## src/rtl/ext_irq_pkg.sv

```systemverilog
// rtl/ext_irq_pkg.sv - shared types and constants for the external interrupt controller
package ext_irq_pkg;

   localparam int IRQ_ID_W    = 4;
   localparam int MAX_SOURCES = 2 ** IRQ_ID_W;

   localparam logic [1:0] ADDR_ENABLE  = 2'd0;
   localparam logic [1:0] ADDR_MODE    = 2'd1;
   localparam logic [1:0] ADDR_PENDING = 2'd2;
   localparam logic [1:0] ADDR_STATUS  = 2'd3;

   typedef enum logic [1:0] {
      IDLE       = 2'd0,
      REQUEST    = 2'd1,
      IN_SERVICE = 2'd2
   } irq_state_e;

endpackage

```

## src/rtl/irq_sync_edge.sv

```systemverilog
// rtl/irq_sync_edge.sv - per-pin synchroniser with history flop and rising-edge pulse
module irq_sync_edge #(
   parameter int SYNC_STAGES = 2
) (
   input  logic clk,
   input  logic reset,
   input  logic pin,
   output logic synced,
   output logic rise
);

   logic [SYNC_STAGES-1:0] sync_q;
   logic                   hist_q;

   always_ff @(posedge clk) begin
      if (reset) begin
         sync_q <= '0;
         hist_q <= 1'b0;
      end else begin
         sync_q <= {sync_q[SYNC_STAGES-2:0], pin};
         hist_q <= sync_q[SYNC_STAGES-1];
      end
   end

   assign synced = sync_q[SYNC_STAGES-1];
   assign rise   = synced & ~hist_q;

endmodule

```

## src/rtl/ext_irq_controller.sv

```systemverilog
// rtl/ext_irq_controller.sv - external interrupt pending/priority logic with claim/complete handshake
module ext_irq_controller
   import ext_irq_pkg::*;
#(
   parameter int NUM_SOURCES = 2,
   parameter int SYNC_STAGES = 2
) (
   input  logic                   clk,
   input  logic                   reset,
   input  logic [NUM_SOURCES-1:0] int_ext,
   input  logic                   reg_we,
   input  logic [1:0]             reg_addr,
   input  logic [31:0]            reg_wdata,
   output logic [31:0]            reg_rdata,
   output logic                   irq,
   output logic [IRQ_ID_W-1:0]    irq_id,
   input  logic                   irq_claim,
   input  logic                   irq_complete
);

   logic [NUM_SOURCES-1:0] synced, rise;
   logic [NUM_SOURCES-1:0] en_q, mode_q, pend_q, pend_d;
   logic [NUM_SOURCES-1:0] req, w1c_mask, claim_mask, clr_mask;
   logic [MAX_SOURCES-1:0] req_wide, claim_wide;
   logic [IRQ_ID_W-1:0]    win_id, irq_id_q, id_d;
   logic                   any_req, irq_q, claim_take;
   irq_state_e             state_q, state_d;

   for (genvar g = 0; g < NUM_SOURCES; g++) begin : g_sync
      irq_sync_edge #(.SYNC_STAGES(SYNC_STAGES)) u_sync (
         .clk    (clk),
         .reset  (reset),
         .pin    (int_ext[g]),
         .synced (synced[g]),
         .rise   (rise[g])
      );
   end

   assign req      = pend_q & en_q;
   assign req_wide = MAX_SOURCES'(req);
   assign any_req  = |req;

   // Lowest index wins: scan downwards so the last hit is the smallest.
   always_comb begin
      win_id = '0;
      for (int i = NUM_SOURCES - 1; i >= 0; i--) begin
         if (req[i]) win_id = IRQ_ID_W'(i);
      end
   end

   assign claim_take = (state_q == REQUEST) && irq_claim;
   assign claim_wide = claim_take ? (MAX_SOURCES'(1) << irq_id_q) : '0;
   assign claim_mask = claim_wide[NUM_SOURCES-1:0];
   assign w1c_mask   = (reg_we && reg_addr == ADDR_PENDING) ? reg_wdata[NUM_SOURCES-1:0] : '0;
   assign clr_mask   = claim_mask | w1c_mask;

   // A fresh edge beats any clear landing on the same bit; level sources just mirror the pin.
   always_comb begin
      pend_d = '0;
      for (int i = 0; i < NUM_SOURCES; i++) begin
         if (mode_q[i]) pend_d[i] = (rise[i] & en_q[i]) | (pend_q[i] & ~clr_mask[i]);
         else           pend_d[i] = synced[i] & en_q[i];
      end
   end

   always_ff @(posedge clk) begin
      if (reset) begin
         en_q   <= '0;
         mode_q <= '0;
         pend_q <= '0;
      end else begin
         if (reg_we && reg_addr == ADDR_ENABLE) en_q   <= reg_wdata[NUM_SOURCES-1:0];
         if (reg_we && reg_addr == ADDR_MODE)   mode_q <= reg_wdata[NUM_SOURCES-1:0];
         pend_q <= pend_d;
      end
   end

   always_comb begin
      state_d = state_q;
      id_d    = irq_id_q;
      case (state_q)
         IDLE: begin
            if (any_req) begin
               state_d = REQUEST;
               id_d    = win_id;
            end
         end
         REQUEST: begin
            if (irq_claim)                state_d = IN_SERVICE;
            else if (!req_wide[irq_id_q]) state_d = IDLE;
         end
         IN_SERVICE: begin
            if (irq_complete) state_d = IDLE;
         end
         default: state_d = IDLE;
      endcase
   end

   always_ff @(posedge clk) begin
      if (reset) begin
         state_q  <= IDLE;
         irq_q    <= 1'b0;
         irq_id_q <= '0;
      end else begin
         state_q  <= state_d;
         irq_q    <= (state_d == REQUEST);
         irq_id_q <= id_d;
      end
   end

   assign irq    = irq_q;
   assign irq_id = irq_id_q;

   always_comb begin
      reg_rdata = '0;
      case (reg_addr)
         ADDR_ENABLE:  reg_rdata[NUM_SOURCES-1:0] = en_q;
         ADDR_MODE:    reg_rdata[NUM_SOURCES-1:0] = mode_q;
         ADDR_PENDING: reg_rdata[NUM_SOURCES-1:0] = pend_q;
         ADDR_STATUS: begin
            reg_rdata[0]   = (state_q == IN_SERVICE);
            reg_rdata[1]   = irq_q;
            reg_rdata[7:4] = irq_id_q;
         end
         default: reg_rdata = '0;
      endcase
   end

endmodule

```

## config.mk

```make
export PLATFORM = sky130hd
export DESIGN_NAME = ext_irq_controller
export DESIGN_NICKNAME = d
export VERILOG_FILES = /design/src/rtl/ext_irq_pkg.sv /design/src/rtl/irq_sync_edge.sv /design/src/rtl/ext_irq_controller.sv
export SDC_FILE = /design/constraint.sdc
export NUM_CORES = 1
export LEC_CHECK = 0
export ABC_AREA = 1
export BUFFER_PORTS_ARGS = -buffer_cell sky130_fd_sc_hd__clkbuf_2
export CORE_MARGIN = 3
export CORE_UTILIZATION = 38
export DETAILED_ROUTE_END_ITERATION = 8
export GPL_ROUTABILITY_DRIVEN = 0
export PLACE_DENSITY = 0.79
export SLEW_MARGIN = 15
export SYNTH_ARGS = -nofsm -noshare
export SYNTH_HDL_FRONTEND = slang
export SYNTH_SLANG_ARGS = --single-unit
export TNS_END_PERCENT = 20
```

## constraint.sdc

```tcl
create_clock -name clk -period 1.1 [get_ports clk]
set_input_delay 0.055 -clock clk [delete_from_list [all_inputs] [get_ports clk]]
set_output_delay 0.055 -clock clk [all_outputs]
set_load 0.1 [all_outputs]
```

* After elaboration in Yosys (flattened, before gate mapping) *
Cells that the tools add are included.

storage, ports and cells
  bits in registers = 19
  input port bits = 41
  output and inout port bits = 37
  logic and storage cells = 57

operators by class
  order comparisons = 1
  equal/unequal tests = 6
  shift operators = 1
  multiplexer cells = 15
  bitwise operators = 16
  reductions and logical operators = 8

operators with widths
  operator               number
  $mux W2                6
  $and A1 B1 Y1          8
  $mux W4                2
  $pmux W2 S4            1
  $eq A2 B1 Y1 const B   3
  $eq A2 B2 Y1 const B   3
  $pmux W2 S3            1
  $lt A4 B5 Y1 const B   1
  $bmux W1 S4            1
  $logic_and A1 B1 Y1    4
  $logic_not A2 Y1       2
  $mux W1                4
  $not A1 Y1             4
  $shl A1 B4 Y2 const A  1
  $and A2 B2 Y2          1
  $or A1 B1 Y1           2
  $or A2 B2 Y2           1
  $reduce_and A2 Y1      1
  $reduce_or A2 Y1       1

* Logic depth before layout (Yosys ltp) *
  depth after elaboration = 8
  gate-level depth with buffers = 6
  mapped depth without buffers = 5

* Hierarchy *
A second synthesis with hierarchy kept.

second synthesis, totals
  cells, all modules = 131
  area, all modules = 935.9 um^2

modules (own cells, without submodules)
  module              instances  cells each  area an instance (um^2)  sequential area each (um^2)
  ext_irq_controller  1          111         763.2                    200.2
  irq_sync_edge       2          10          86.3                     60.1

* Worst setup path before layout *
No wires, ideal clock.

  path type = register -> output
  start = register irq_id_q[0], in the netlist irq_id[0]
  end = output port reg_rdata[4]
  data arrival time = 2475 ps
  data required time = 1045 ps
  path slack = -1430 ps
  stages on the path, launching flop included = 3
  buffers on the path = 0
  cell sequence = dfxtp_1 -> inv_1 -> nor2_1

on the way
  word-level cells in the longest chain between the ends = 1

ends and longest elaborated chain
  item                      RTL line                   RTL
  start: declaration        ext_irq_controller.sv:25   logic [IRQ_ID_W-1:0] win_id, irq_id_q, id_d;
  start signal: assignment  ext_irq_controller.sv:107  irq_id_q <= id_d;
  $mux W4                   ext_irq_controller.sv:116  case (reg_addr)
  end: declaration          ext_irq_controller.sv:14   output logic [31:0] reg_rdata,

No other way between the ends.

* Worst setup path in the final report *
  start = register state_q[0]
  end = output port reg_rdata[0]

on the way
  word-level cells in the longest chain between the ends = 2

ends and longest elaborated chain
  item                      RTL line                   RTL
  start: declaration        ext_irq_controller.sv:27   irq_state_e state_q, state_d;
  start signal: assignment  ext_irq_controller.sv:105  state_q <= state_d;
  $eq A2 B2 Y1              ext_irq_controller.sv:121  reg_rdata[0] = (state_q == IN_SERVICE);
  $pmux W2 S4               ext_irq_controller.sv:116

No other way between the ends.

==> out/qor.csv <==
stage,metric,value,unit
run_status,status,finished with violations,
run_status,violations,setup timing,
synth,ys_seq_area_share,34.09,%
power,power.leakage,0.5381,nW
route,first_pass_iters,4,
finish,nFillCells,226,
clock_network,clkTransAtPathRegs,100,ps
finish,regArea,335.3,um2
floorplanning,die_w,55.73,um
placed_design,place_ws,118.0,ps
clock_network,numCtsBuffers,3,
critical_path,cp_cell_sequence,"inv_2, nand2_4, o2111ai_4, buf_12",
synth,synth-xor-area-share,0,%
critical_path,end_kind,primary output,
timing,drv_slew,0,
synth,synth.avg_cell_area,7.173,um2
route,drt-initial-drc-count,9,
finish,final_util,50.47,%
min_path,hold_path.class,in2reg,
synth,ys_seq_elements,16,
floorplanning,fp-row-count,17,
floorplanning,die_area,3105,um2
critical_path,critPathLaunchType,flop,
timing,whs,54.99,ps
synth,synth_compound_area_share,7.457,%
route,drc_errors,0,
route,postRouteAntennaNets,0,
timing,period_share,111.8,%
floorplanning,initial_core_util,41.29,%
critical_path,setup.worst_path.class,reg2out,
finish,mostFrequentLayoutCells,"conb_1, nand2_1, inv_1, nor2_1, clkbuf_2",
finish,final_area,1149,um2
timing,rsz0062_at_grt,true,
timing,fin_skew,12.89,ps
finish,area_growth,22.24,%
placed_design,dpl-instance-area,1020,um2
synth,synth_area,939.7,um2
timing,max_freq,813.0,MHz
critical_path,worstPathArrival,1170,ps
critical_path,cp_slowest_stage_delay,340,ps
grt,grt.overflow.total,0,
synth,yosys.area_share.adder,0,%
critical_path,crit_path_top_delay_cell,dfxtp_2,
route,wl_per_cell,9.423,um
grt,track_usage,10.35,%
floorplanning,core_area,2276,um2
floorplanning,ios,78,
synth,muxShareOfSynthArea,0,%
clock_network,cts_buffer_depth,2,
timing,worst_slack,-130.0,ps
clock_network,clockRootBuffer,clkbuf_4,
grt,antenna_found_initial,0,
timing,finalSetupTns,-142.5,ps
finish,layout_commonest_cell,conb_1,
grt,grt_pass1_wl,2.553,mm
route,drt-vias-per-instance,4.214,
grt,grt_pass1_vias,602,
finish,n_antenna_cell,0,
critical_path,cp.required,1040,ps
floorplanning,die_height,55.73,um
critical_path,critical-path-top-delay-family,flip-flops,
critical_path,cp_max_fo,2,
power,pwr_density_cell,1390,nW/um2
timing,setup_violations,3,
clock_network,cts_tree,yes,
synth,synthSimpleGateAreaFrac,24.37,%
clock_network,htreeDepth,1,
finish,layout-drive-gt1-share,30.52,%
synth,yosysWarnings,0,
placed_design,dp_hpwl,1.344,mm
finish,final_nets,196,
placed_design,portBuffers,15,
route,via_count,767,
clock_network,cts.sinks,16,
critical_path,path_buf_inv,2,
route,wl,1.715,mm
synth,synth_cell_type_count,19,
grt,grt_max_degree,12,
synth,synth_top_family_by_area,buffers and inverters,
finish,multiInputGateArea,470.5,um2
clock_network,worstSkewPairLatency,290,ps
run,drv_cap,0,
synth,syn-instance-count,131,
power,ir_drop,0.6828,mV
timing,finalHoldViolations,0,
timing,fin_crit,1230,ps
## synthesized netlist by cell type
master      n  area (um2)
nand2_2     1       6.260
nand4_1     4       25.02
inv_2       3       11.26
o2111ai_1   1       8.760
nand3_1    11       55.05
o21ai_1     4       20.02
nor3_1      2       10.01
buf_2       1       5.000
dfxtp_1    16       320.3
o21a_1      1       7.510
nor2_2      1       6.260
conb_1      1       3.750
inv_1      14       52.55
a21oi_2     1       8.760
nor2_1     14       52.55
nand2_1    17       63.81
a21oi_1     5       25.02
buf_4      33       247.7
nand3_2     1       10.01
## per-layer routing
metal  vias up  routed length, um  GRT usage (%)
met5         -                  0              0
met4         0                  0          2.083
met3         0                184          4.872
met2        38                863          17.06
met1       334                667          12.24
li1        395                  -              -
## worst min-delay path: cells and delay by family
family | cells | cell delay [ps]
and+or+nand+nor | 1 | 70
AOI/OAI and AO/OA | 1 | 70
buffers and inverters | 1 | 110
## state kept, by name (all words and copies together), names as in the netlist
signal / flops
irq: 1
state_q: 2
mode_q: 2
en_q: 2
pend_q: 2
irq_id: 1
g_sync.u_sync.hist_q: 2
g_sync.u_sync.sync_q: 4
## per-stage QoR
stage	instances	total power, mW
floorplan	162	1.248
global placement	172	1.207
detailed placement	172	1.210
CTS	181	1.607
global route	182	1.659
finish	182	1.597
## final cells by class
class / count / share of cell area (%)
multi-input combinational: 95 / 40.96
tap: 28 / 3.050
timing repair buffer: 22 / 18.08
inverter: 17 / 5.556
sequential: 16 / 29.19
clock buffer: 4 / 3.159
## cells by family after synthesis
| kind of cell | after synthesis |
|---|---|
| other cells | 1 |
| buf+inv | 51 |
| compound gates | 12 |
| flops | 16 |
| simple gates | 51 |
## report_power, final
group	internal, mW	switching (mW)	total [mW]
clock	0.201	0.188	0.390
combinational	0.0490	0.555	0.604
sequential	0.592	0.0111	0.603
total	0.843	0.754	1.60
## final timing paths
check	from	end	slack, ps	cells after the start
max	state_q[0]$_SDFF_PP0_	reg_rdata[0]	-130	4
min	reg_wdata[0]	en_q[0]$_SDFFE_PP0P_	50	3
max reg2reg	state_q[1]$_SDFF_PP0_	irq$_SDFF_PP0_	80	4
min reg2reg	g_sync[1].u_sync.sync_q[0]$_SDFF_PP0_	g_sync[1].u_sync.sync_q[1]$_SDFF_PP0_	400	2
## repair_timing
item | 4_1_cts | 5_1_grt
hold endpoints to repair | 2 | 0
resized for setup | 7 | 7
hold buffers | 2 | 0
pin swaps | 2 | 4
endpoints found under the setup margin | 3 | 5
setup buffers | 3 | 1
No activity file was read; power rests on OpenSTA's default activity.
